===== config.mk =====
export PLATFORM = sky130hd
export DESIGN_NAME = regdump_stream_initiator
export DESIGN_NICKNAME = d
export VERILOG_FILES = /design/src/rtl/regdump_pkg.sv /design/src/rtl/regdump_stream_initiator_store_beat_holder.sv /design/src/rtl/regdump_stream_initiator.sv
export SDC_FILE = /design/constraint.sdc
export NUM_CORES = 1
export LEC_CHECK = 0
export CAP_MARGIN = 25
export CORE_MARGIN = 1
export CORE_UTILIZATION = 48
export DETAILED_ROUTE_END_ITERATION = 12
export GPL_TIMING_DRIVEN = 0
export PLACE_DENSITY_LB_ADDON = 0.08
export REMOVE_ABC_BUFFERS = 1
export SLEW_MARGIN = 20
export SYNTH_ARGS = -nofsm -noshare
export SYNTH_HDL_FRONTEND = slang
export SYNTH_HIERARCHICAL = 1
export SYNTH_SLANG_ARGS = --single-unit
export TNS_END_PERCENT = 30

===== constraint.sdc =====
create_clock -name clk_i -period 2.3 [get_ports clk_i]
set_input_delay 0.345 -clock clk_i [delete_from_list [all_inputs] [get_ports clk_i]]
set_output_delay 0.345 -clock clk_i [all_outputs]
set_load 0.005 [all_outputs]

===== src/rtl/regdump_pkg.sv =====
// Shared types, default addresses and beat-payload helpers for the register-dump
// store initiator and its bench.
package regdump_pkg;

    typedef logic [63:0] data_t;
    typedef logic [7:0]  strb_t;
    typedef logic [31:0] addr_t;

    localparam addr_t STOP_ADDR     = 32'h0000_0000;
    localparam addr_t TRAP_ADDR     = 32'h0000_0008;
    localparam addr_t INT_DUMP_ADDR = 32'h0000_0010;
    localparam addr_t FP_DUMP_ADDR  = 32'h0000_0018;

    typedef enum logic [1:0] {
        KIND_INT  = 2'd0,
        KIND_FP   = 2'd1,
        KIND_STOP = 2'd2,
        KIND_TRAP = 2'd3
    } beat_kind_e;

    typedef enum logic [1:0] {
        ST_IDLE  = 2'd0,
        ST_LOAD  = 2'd1,
        ST_ISSUE = 2'd2,
        ST_DONE  = 2'd3
    } state_e;

    // Int registers are dumped as zero-extended 32-bit words.
    function automatic data_t beat_wdata(input beat_kind_e kind, input data_t rdata,
                                         input data_t cause);
        data_t result;
        case (kind)
            KIND_INT:  result = {32'h0000_0000, rdata[31:0]};
            KIND_FP:   result = rdata;
            KIND_TRAP: result = cause;
            default:   result = 64'h0;
        endcase
        return result;
    endfunction

    function automatic strb_t beat_strb(input beat_kind_e kind);
        strb_t result;
        case (kind)
            KIND_INT: result = 8'h0F;
            default:  result = 8'hFF;
        endcase
        return result;
    endfunction

endpackage


===== src/rtl/regdump_stream_initiator_store_beat_holder.sv =====
// Holds one store beat (address, data, strobes) and keeps the request raised
// until the arbiter grants it.
module store_beat_holder
    import regdump_pkg::*;
(
    input  logic  clk,
    input  logic  rst_n,
    input  logic  load,
    input  logic  gnt,
    input  addr_t next_addr,
    input  data_t next_wdata,
    input  strb_t next_strb,
    output logic  req,
    output addr_t addr,
    output data_t wdata,
    output strb_t strb
);

    logic  req_r;
    addr_t addr_r;
    data_t wdata_r;
    strb_t strb_r;

    // Beat capture on load; payload is frozen while the request waits for grant.
    always_ff @(posedge clk or negedge rst_n) begin
        if (!rst_n) begin
            req_r   <= 1'b0;
            addr_r  <= 32'h0000_0000;
            wdata_r <= 64'h0;
            strb_r  <= 8'h00;
        end else if (load) begin
            req_r   <= 1'b1;
            addr_r  <= next_addr;
            wdata_r <= next_wdata;
            strb_r  <= next_strb;
        end else if (req_r && gnt) begin
            req_r   <= 1'b0;
        end
    end

    assign req   = req_r;
    assign addr  = addr_r;
    assign wdata = wdata_r;
    assign strb  = strb_r;

endmodule


===== src/rtl/regdump_stream_initiator.sv =====
// Walks the architectural register file on start and streams it as stores to the
// dump addresses, followed by a stop write; a trap produces a single trap write.
module regdump_stream_initiator
    import regdump_pkg::*;
#(
    parameter int unsigned NUM_INT_REGS  = 31,
    parameter int unsigned NUM_FP_REGS   = 32,
    parameter bit          DUMP_FP       = 1'b1,
    parameter addr_t       ADDR_STOP     = STOP_ADDR,
    parameter addr_t       ADDR_TRAP     = TRAP_ADDR,
    parameter addr_t       ADDR_INT_DUMP = INT_DUMP_ADDR,
    parameter addr_t       ADDR_FP_DUMP  = FP_DUMP_ADDR
) (
    input  logic        clk_i,
    input  logic        rst_ni,
    input  logic        start_i,
    input  logic        trap_i,
    input  logic [63:0] trap_cause_i,
    output logic [4:0]  rf_raddr_o,
    output logic        rf_is_fp_o,
    input  logic [63:0] rf_rdata_i,
    output logic        mem_req_o,
    input  logic        mem_gnt_i,
    output logic [31:0] mem_addr_o,
    output logic [63:0] mem_wdata_o,
    output logic [7:0]  mem_strb_o,
    output logic        mem_we_o,
    output logic        busy_o,
    output logic        done_o
);

    if ((NUM_INT_REGS < 1) || (NUM_INT_REGS > 31)) begin : g_bad_int_regs
        $error("NUM_INT_REGS must be in 1..31");
    end
    if ((NUM_FP_REGS < 1) || (NUM_FP_REGS > 32)) begin : g_bad_fp_regs
        $error("NUM_FP_REGS must be in 1..32");
    end

    localparam logic [4:0] INT_LAST = 5'(NUM_INT_REGS);
    localparam logic [4:0] FP_LAST  = 5'(NUM_FP_REGS - 1);

    state_e     state_r, state_s;
    beat_kind_e kind_r, kind_s;
    logic [4:0] index_r, index_s;
    data_t      cause_r;
    logic [4:0] rf_raddr_r;
    logic       rf_is_fp_r;
    logic       busy_r;
    logic       done_r;

    logic       load_s;
    logic       beat_req_s;
    logic       beat_done_s;
    addr_t      load_addr_s;

    assign load_s      = (state_r == ST_LOAD);
    assign beat_done_s = beat_req_s && mem_gnt_i;

    // Sequencer: picks the next beat kind/index and state.
    always_comb begin
        state_s = state_r;
        kind_s  = kind_r;
        index_s = index_r;
        case (state_r)
            ST_IDLE: begin
                if (trap_i) begin
                    kind_s  = KIND_TRAP;
                    index_s = 5'd0;
                    state_s = ST_LOAD;
                end else if (start_i) begin
                    kind_s  = KIND_INT;
                    index_s = 5'd1;
                    state_s = ST_LOAD;
                end else begin
                    state_s = ST_IDLE;
                end
            end
            ST_LOAD: begin
                state_s = ST_ISSUE;
            end
            ST_ISSUE: begin
                if (beat_done_s) begin
                    case (kind_r)
                        KIND_INT: begin
                            state_s = ST_LOAD;
                            if (index_r < INT_LAST) begin
                                index_s = index_r + 5'd1;
                            end else if (DUMP_FP) begin
                                kind_s  = KIND_FP;
                                index_s = 5'd0;
                            end else begin
                                kind_s  = KIND_STOP;
                                index_s = 5'd0;
                            end
                        end
                        KIND_FP: begin
                            state_s = ST_LOAD;
                            if (index_r < FP_LAST) begin
                                index_s = index_r + 5'd1;
                            end else begin
                                kind_s  = KIND_STOP;
                                index_s = 5'd0;
                            end
                        end
                        KIND_STOP: state_s = ST_DONE;
                        KIND_TRAP: state_s = ST_IDLE;
                        default:   state_s = ST_IDLE;
                    endcase
                end else begin
                    state_s = ST_ISSUE;
                end
            end
            ST_DONE: begin
                state_s = ST_IDLE;
            end
            default: begin
                state_s = ST_IDLE;
            end
        endcase
    end

    // Store address for the beat being loaded.
    always_comb begin
        load_addr_s = ADDR_STOP;
        case (kind_r)
            KIND_INT:  load_addr_s = ADDR_INT_DUMP;
            KIND_FP:   load_addr_s = ADDR_FP_DUMP;
            KIND_TRAP: load_addr_s = ADDR_TRAP;
            default:   load_addr_s = ADDR_STOP;
        endcase
    end

    // State, counter and output registers; rf address is registered ahead so it is valid throughout LOAD.
    always_ff @(posedge clk_i or negedge rst_ni) begin
        if (!rst_ni) begin
            state_r    <= ST_IDLE;
            kind_r     <= KIND_INT;
            index_r    <= 5'd0;
            cause_r    <= 64'h0;
            rf_raddr_r <= 5'd0;
            rf_is_fp_r <= 1'b0;
            busy_r     <= 1'b0;
            done_r     <= 1'b0;
        end else begin
            state_r    <= state_s;
            kind_r     <= kind_s;
            index_r    <= index_s;
            if ((state_r == ST_IDLE) && trap_i) begin
                cause_r <= trap_cause_i;
            end
            rf_raddr_r <= (state_s == ST_LOAD) ? index_s : 5'd0;
            rf_is_fp_r <= (state_s == ST_LOAD) && (kind_s == KIND_FP);
            busy_r     <= (state_s != ST_IDLE);
            done_r     <= (state_s == ST_DONE);
        end
    end

    store_beat_holder u_holder (
        .clk        (clk_i),
        .rst_n      (rst_ni),
        .load       (load_s),
        .gnt        (mem_gnt_i),
        .next_addr  (load_addr_s),
        .next_wdata (beat_wdata(kind_r, rf_rdata_i, cause_r)),
        .next_strb  (beat_strb(kind_r)),
        .req        (beat_req_s),
        .addr       (mem_addr_o),
        .wdata      (mem_wdata_o),
        .strb       (mem_strb_o)
    );

    assign mem_req_o  = beat_req_s;
    assign mem_we_o   = beat_req_s;
    assign rf_raddr_o = rf_raddr_r;
    assign rf_is_fp_o = rf_is_fp_r;
    assign busy_o     = busy_r;
    assign done_o     = done_r;

endmodule


======== Yosys cells after proc, flatten, opt, wreduce, memory -nomap -nowiden ========
Index checks and enable logic that the tools add are counted.
word-level totals
  register bits after elaboration ......... 186
  output and inout port bits .............. 114
cells by class
  $add $sub $neg .......................... 1
  order comparisons ....................... 1
  equality and inequality tests ........... 9
  multiplexer cells ....................... 24
  reduce and logical (&&, ||, !) cells .... 8
operators with widths
  kind                 count
  $pmux 64 s3          1
  $mux 5               6
  $pmux 5 s3           1
  $mux 2               6
  $eq 2x2->1 const B   5
  $pmux 5 s2           1
  $eq 2x1->1 const B   4
  $mux 8               1
  $pmux 2 s2           2
  $pmux 2 s4           1
  $pmux 2 s3           1
  $add 5x1->5 const B  1
  $lt 5x5->1 const B   1
  $logic_not 2->1      2
  $mux 1               4
  $reduce_bool 2->1    2
  $logic_and 1x1->1    3
  $reduce_or 2->1      1

======== Depth between registers and ports, before layout ========
  depth in word-level cells ............... 7
  mapped depth ............................ 7
  mapped depth without buffers ............ 4

======== Cells and area by module ========
Netlist, hierarchy kept.
modules (own cells, without submodules)
  module                    instances  cells an instance  area each (µm²)  seq. area each (µm²)
  store_beat_holder         1          223                4097.7           2627.5
  regdump_stream_initiator  1          474                4045.1           2026.9

======== Least setup slack after synthesis ========
OpenSTA, ideal clock, no wires.
  path type ............................... flip-flop to flip-flop
  start point ............................. register kind_r[1]
  end point ............................... register u_holder.strb_r[4] (netlist: u_holder/strb[4])
  setup time .............................. 0.125 ns
  arrival time ............................ 1.481 ns
  data required time ...................... 2.175 ns
  path slack .............................. 0.695 ns
  stages on the path, launching flop included .. 7
  path buffers ............................ 3
  cell sequence ........................... dfrtp_1 -> buf_6 -> inv_1 -> clkbuf_1 -> clkbuf_1 -> nand2_1 -> mux2_2
between the ends
  longest elaborated chain between the ends .. 2
RTL lines
  what                    RTL line                                          source
  start, declared         regdump_stream_initiator.sv:43                    beat_kind_e kind_r, kind_s;
  start signal, assigned  regdump_stream_initiator.sv:146                   kind_r <= kind_s;
  $logic_not 2->1         regdump_pkg.sv:43                                 case (kind)
  $mux 8                  regdump_pkg.sv:43
  end signal, assigned    regdump_stream_initiator_store_beat_holder.sv:35  strb_r <= next_strb;
  end, declared           regdump_stream_initiator_store_beat_holder.sv:22  strb_t strb_r;
Every way passes these cells.
A chain may end at the register's enable or synchronous reset.

======== Worst setup path after layout ========
  start point ............................. register state_r[1]
  end point ............................... register rf_raddr_r[4] (netlist: rf_raddr_o[4])
between the ends
  longest elaborated chain between the ends .. 4
  elaborated cells on any way between the ends .. 8
  classes of those cells .................. 4 x eq/ne; 3 x mux; 1 x reduce/logical
RTL lines
  what                                RTL line                         source
  start, declared                     regdump_stream_initiator.sv:42   state_e state_r, state_s;
  start signal, assigned              regdump_stream_initiator.sv:145  state_r <= state_s;
  $eq 2x2->1 (tied with other cells)  regdump_stream_initiator.sv:64   case (state_r)
  $pmux 2 s4                          regdump_stream_initiator.sv:64
  $eq 2x1->1                          regdump_stream_initiator.sv:151  rf_raddr_r <= (state_s == ST_LOAD) ? index_s : 5'd0;
  $mux 5 *                            regdump_stream_initiator.sv:151
  end signal, assigned                regdump_stream_initiator.sv:151
  end, declared                       regdump_stream_initiator.sv:46   logic [4:0] rf_raddr_r;
Mark *: on every way between the ends. The rest lies on a longest branch, timed or not.

==> metrics.txt <==
status=finished, final reports clean; worst slew pin tran=0.770 ns; Netlist cell types=42; starting density of the core=0.491; total number of vias=6073; Synth top cells by count=198 x nand2_1, 186 x dfrtp_1, 55 x mux2_2; post-synthesis sequential area ratio=0.572; fraction of registers with async set/reset=1.00; Combinational Power Share=0.060; Area Growth Syn to Fin=42.2%; first-pass GRT wire length=32.7 mm; Internal Pwr Total=5.04 mW; Psw=1.43 mW; cell taking the most area after synthesis=dfrtp_1; Max-Cap Viols=0; Chip Width=132 um; Fin. Hold Viols=0; Starting DRT DRC Count=321; fmax=475 MHz; die height=132 um; largest net degree at the start of global routing=101; CTS max path bufs=2; Synth Instances=697; Top Family by Delay on Critical Path=simple AND/OR/NAND/NOR gates; vias in the first global route=6371; Total GRT Usage=0.241; Hold Crit Class=in -> reg; drt total wl=20.3 mm; Req. time, crit path=2.63 ns; clock skew=0.0123 ns; worst vdd ir=0.502 mV; Cell Rows=47; Critical Path Fanout Max=12; 1st-pass router iterations=6; top_reg_cell synth=dfrtp_1; FF+latch count, synth=186; Leak Pwr=5.52 nW; Clock Latency Late Sink=0.43 ns; Reg clk slew, reported paths=0.07 ns; core area=16600 um2; clock share of power=0.434; CP peak stage delay=0.57 ns; Fillers=1232; Residual DRC=0; # port buffers=246; Util after Layout=0.698; CP Cell Sequence=nor2b_1 > nand2_2 > or4_4 > a31oi_1; H-tree depth=4; Total Power=6.47 mW; CTS root buf=clkbuf_16; CP max-delay cell=dfrtp_1; TritonCTS clock tree=built; RSZ-0062 raised after global routing=false; mapped cell area=8140 um2; clock tree sinks=186; Max Slew Vio Count=0; layout cell share with drive strength beyond 1=0.162; final RePlAce weighted congestion=0.813; die area=17500 um2; TritonCTS Buffers=17; Post-synth EDFFs=0; Post-Syn Area per Cell=11.7 um2; total congestion overflow=0; antenna-violating nets left=0; P per Cell Area=559 nW/um2; switching share of power=0.221; critical path startpoint category=flip-flop; Worst Path Arrival=2.43 ns; HPWL Detailed=13.8 mm; top post-synthesis cells by area=dfrtp_1 57%, nand2_1 9.1%, mux2_4 9.0%; sequential power share=0.506; top-area cell type share of the netlist area=0.572; initial antenna violation count=1; yosys warns=6; Final Cycle Share=0.915; critical path endpoint category=flip-flop; Slew HR=0.487; vias per cell=5.09; count leader, synth=nand2_1; # IOs=247; # nets final=1093; Crit path buffers/inverters=0; average wire per standard cell=17.0 um; post-layout min period=2.10 ns; Setup CP Type=reg -> reg; Final Setup Violations=0
-- per-layer routing --
layer | share of wire | track usage
met2 | 0.49 | 0.398
met3 | 0.061 | 0.0738
met4 | 0.040 | 0.117
met1 | 0.41 | 0.286
met5 | 0 | 0
-- sequential cells by signal, indices dropped and copies added, names as in the netlist --
signal	flops
cause_r	64
u_holder/wdata	64
u_holder/addr	32
u_holder/strb	8
index_r	5
rf_raddr_o	5
kind_r	2
state_r	2
busy_o	1
done_o	1
rf_is_fp_o	1
u_holder/req	1
-- cell usage in the layout (no fill, tap or decap), drive strengths merged, types with 3 or more instances in the layout --
cell type	synthesis	routed
a21oi	3	3
a22o	32	32
buf	32	12
clkbuf	15	18
clkdlybuf4s50	0	245
clkinv	0	6
clkinvlp	0	3
conb	2	34
dfrtp	186	186
inv	6	9
mux2	104	104
mux2i	36	36
nand2	199	199
nand3	5	5
nor2	39	39
nor3	3	3
o21ai	8	8
-- power groups by stage --
stage               Sequential (mW)  Combinational [mW]  Clock [mW]
floorplan                      3.34              0.0769           0
global placement               3.34               0.374           0
detailed placement             3.34               0.393           0
CTS                            3.27               0.396        2.88
global route                   3.27               0.431        3.02
finish                         3.27               0.391        2.81
-- worst paths after layout --
check,start,end,slack (ns),cells past startpoint
min reg2reg,cause_r[10],cause_r[10],0.48,2
max in group asynchronous,rst_ni,u_holder/wdata[18],0.91,3
max reg2reg,state_r[1],rf_raddr_o[4],0.20,4
min in group asynchronous,rst_ni,u_holder/addr[8],0.49,2
max,state_r[1],rf_raddr_o[4],0.20,4
min,trap_cause_i[5],cause_r[5],0.44,3
-- metrics by stage --
step | cell area, um2 | worst slack, ns | setup TNS, ns | instances | hold slack, ns
after floorplan | 8000 | -4.68 | -480.73 | 682 | 0.0494
after global placement | 10700 | -7.32 | -2052.11 | 1148 | 0.458
after detailed placement | 11000 | -0.162 | -1.06 | 1158 | 0.384
after CTS | 11600 | -0.000824 | -0.000824 | 1190 | 0.428
after global routing | 11600 | 0.0605 | 0 | 1192 | 0.440
final | 11600 | 0.196 | 0 | 1192 | 0.443
-- logic make-up (layout without fill, tap and decap cells) --
kind of cell             Yosys count  after routing  share of synthesized area
AO/OA/AOI/OAI                     53             53                     0.0510
XOR/XNOR                           1              1                    0.00108
adder cells (fa/ha/maj)            1              1                    0.00154
buffers and inverters             53            295                     0.0352
flip-flops                       186            186                      0.572
multiplexers                     140            140                      0.211
other                              2             35                   0.000922
AND/OR/NAND/NOR                  261            261                      0.128
-- what timing repair did --
item	CTS	global route
pin swaps	0	1
setup buffers	0	1
endpoints found under the hold margin	86	0
hold buffers	1	0
gates resized for setup	2	1
setup endpoints to repair	24	21
-- layout make-up --
cell class / instances / area (um2) / area share
antenna: 1 / 2.50 / 0.000216
clock buffer: 18 / 439 / 0.0379
clock inverter: 13 / 120 / 0.0104
inverter: 6 / 27.5 / 0.00238
multi-input combinational: 490 / 3350 / 0.289
sequential: 186 / 4660 / 0.402
tap: 220 / 275 / 0.0238
timing repair buffer: 258 / 2720 / 0.234
-- tightest hold or removal path: stages --
cell	delay, ns
clkdlybuf4s50_1	0.40
nand2_1	0.05
nand2_1	0.04
Power figures use the tool's default switching activity.
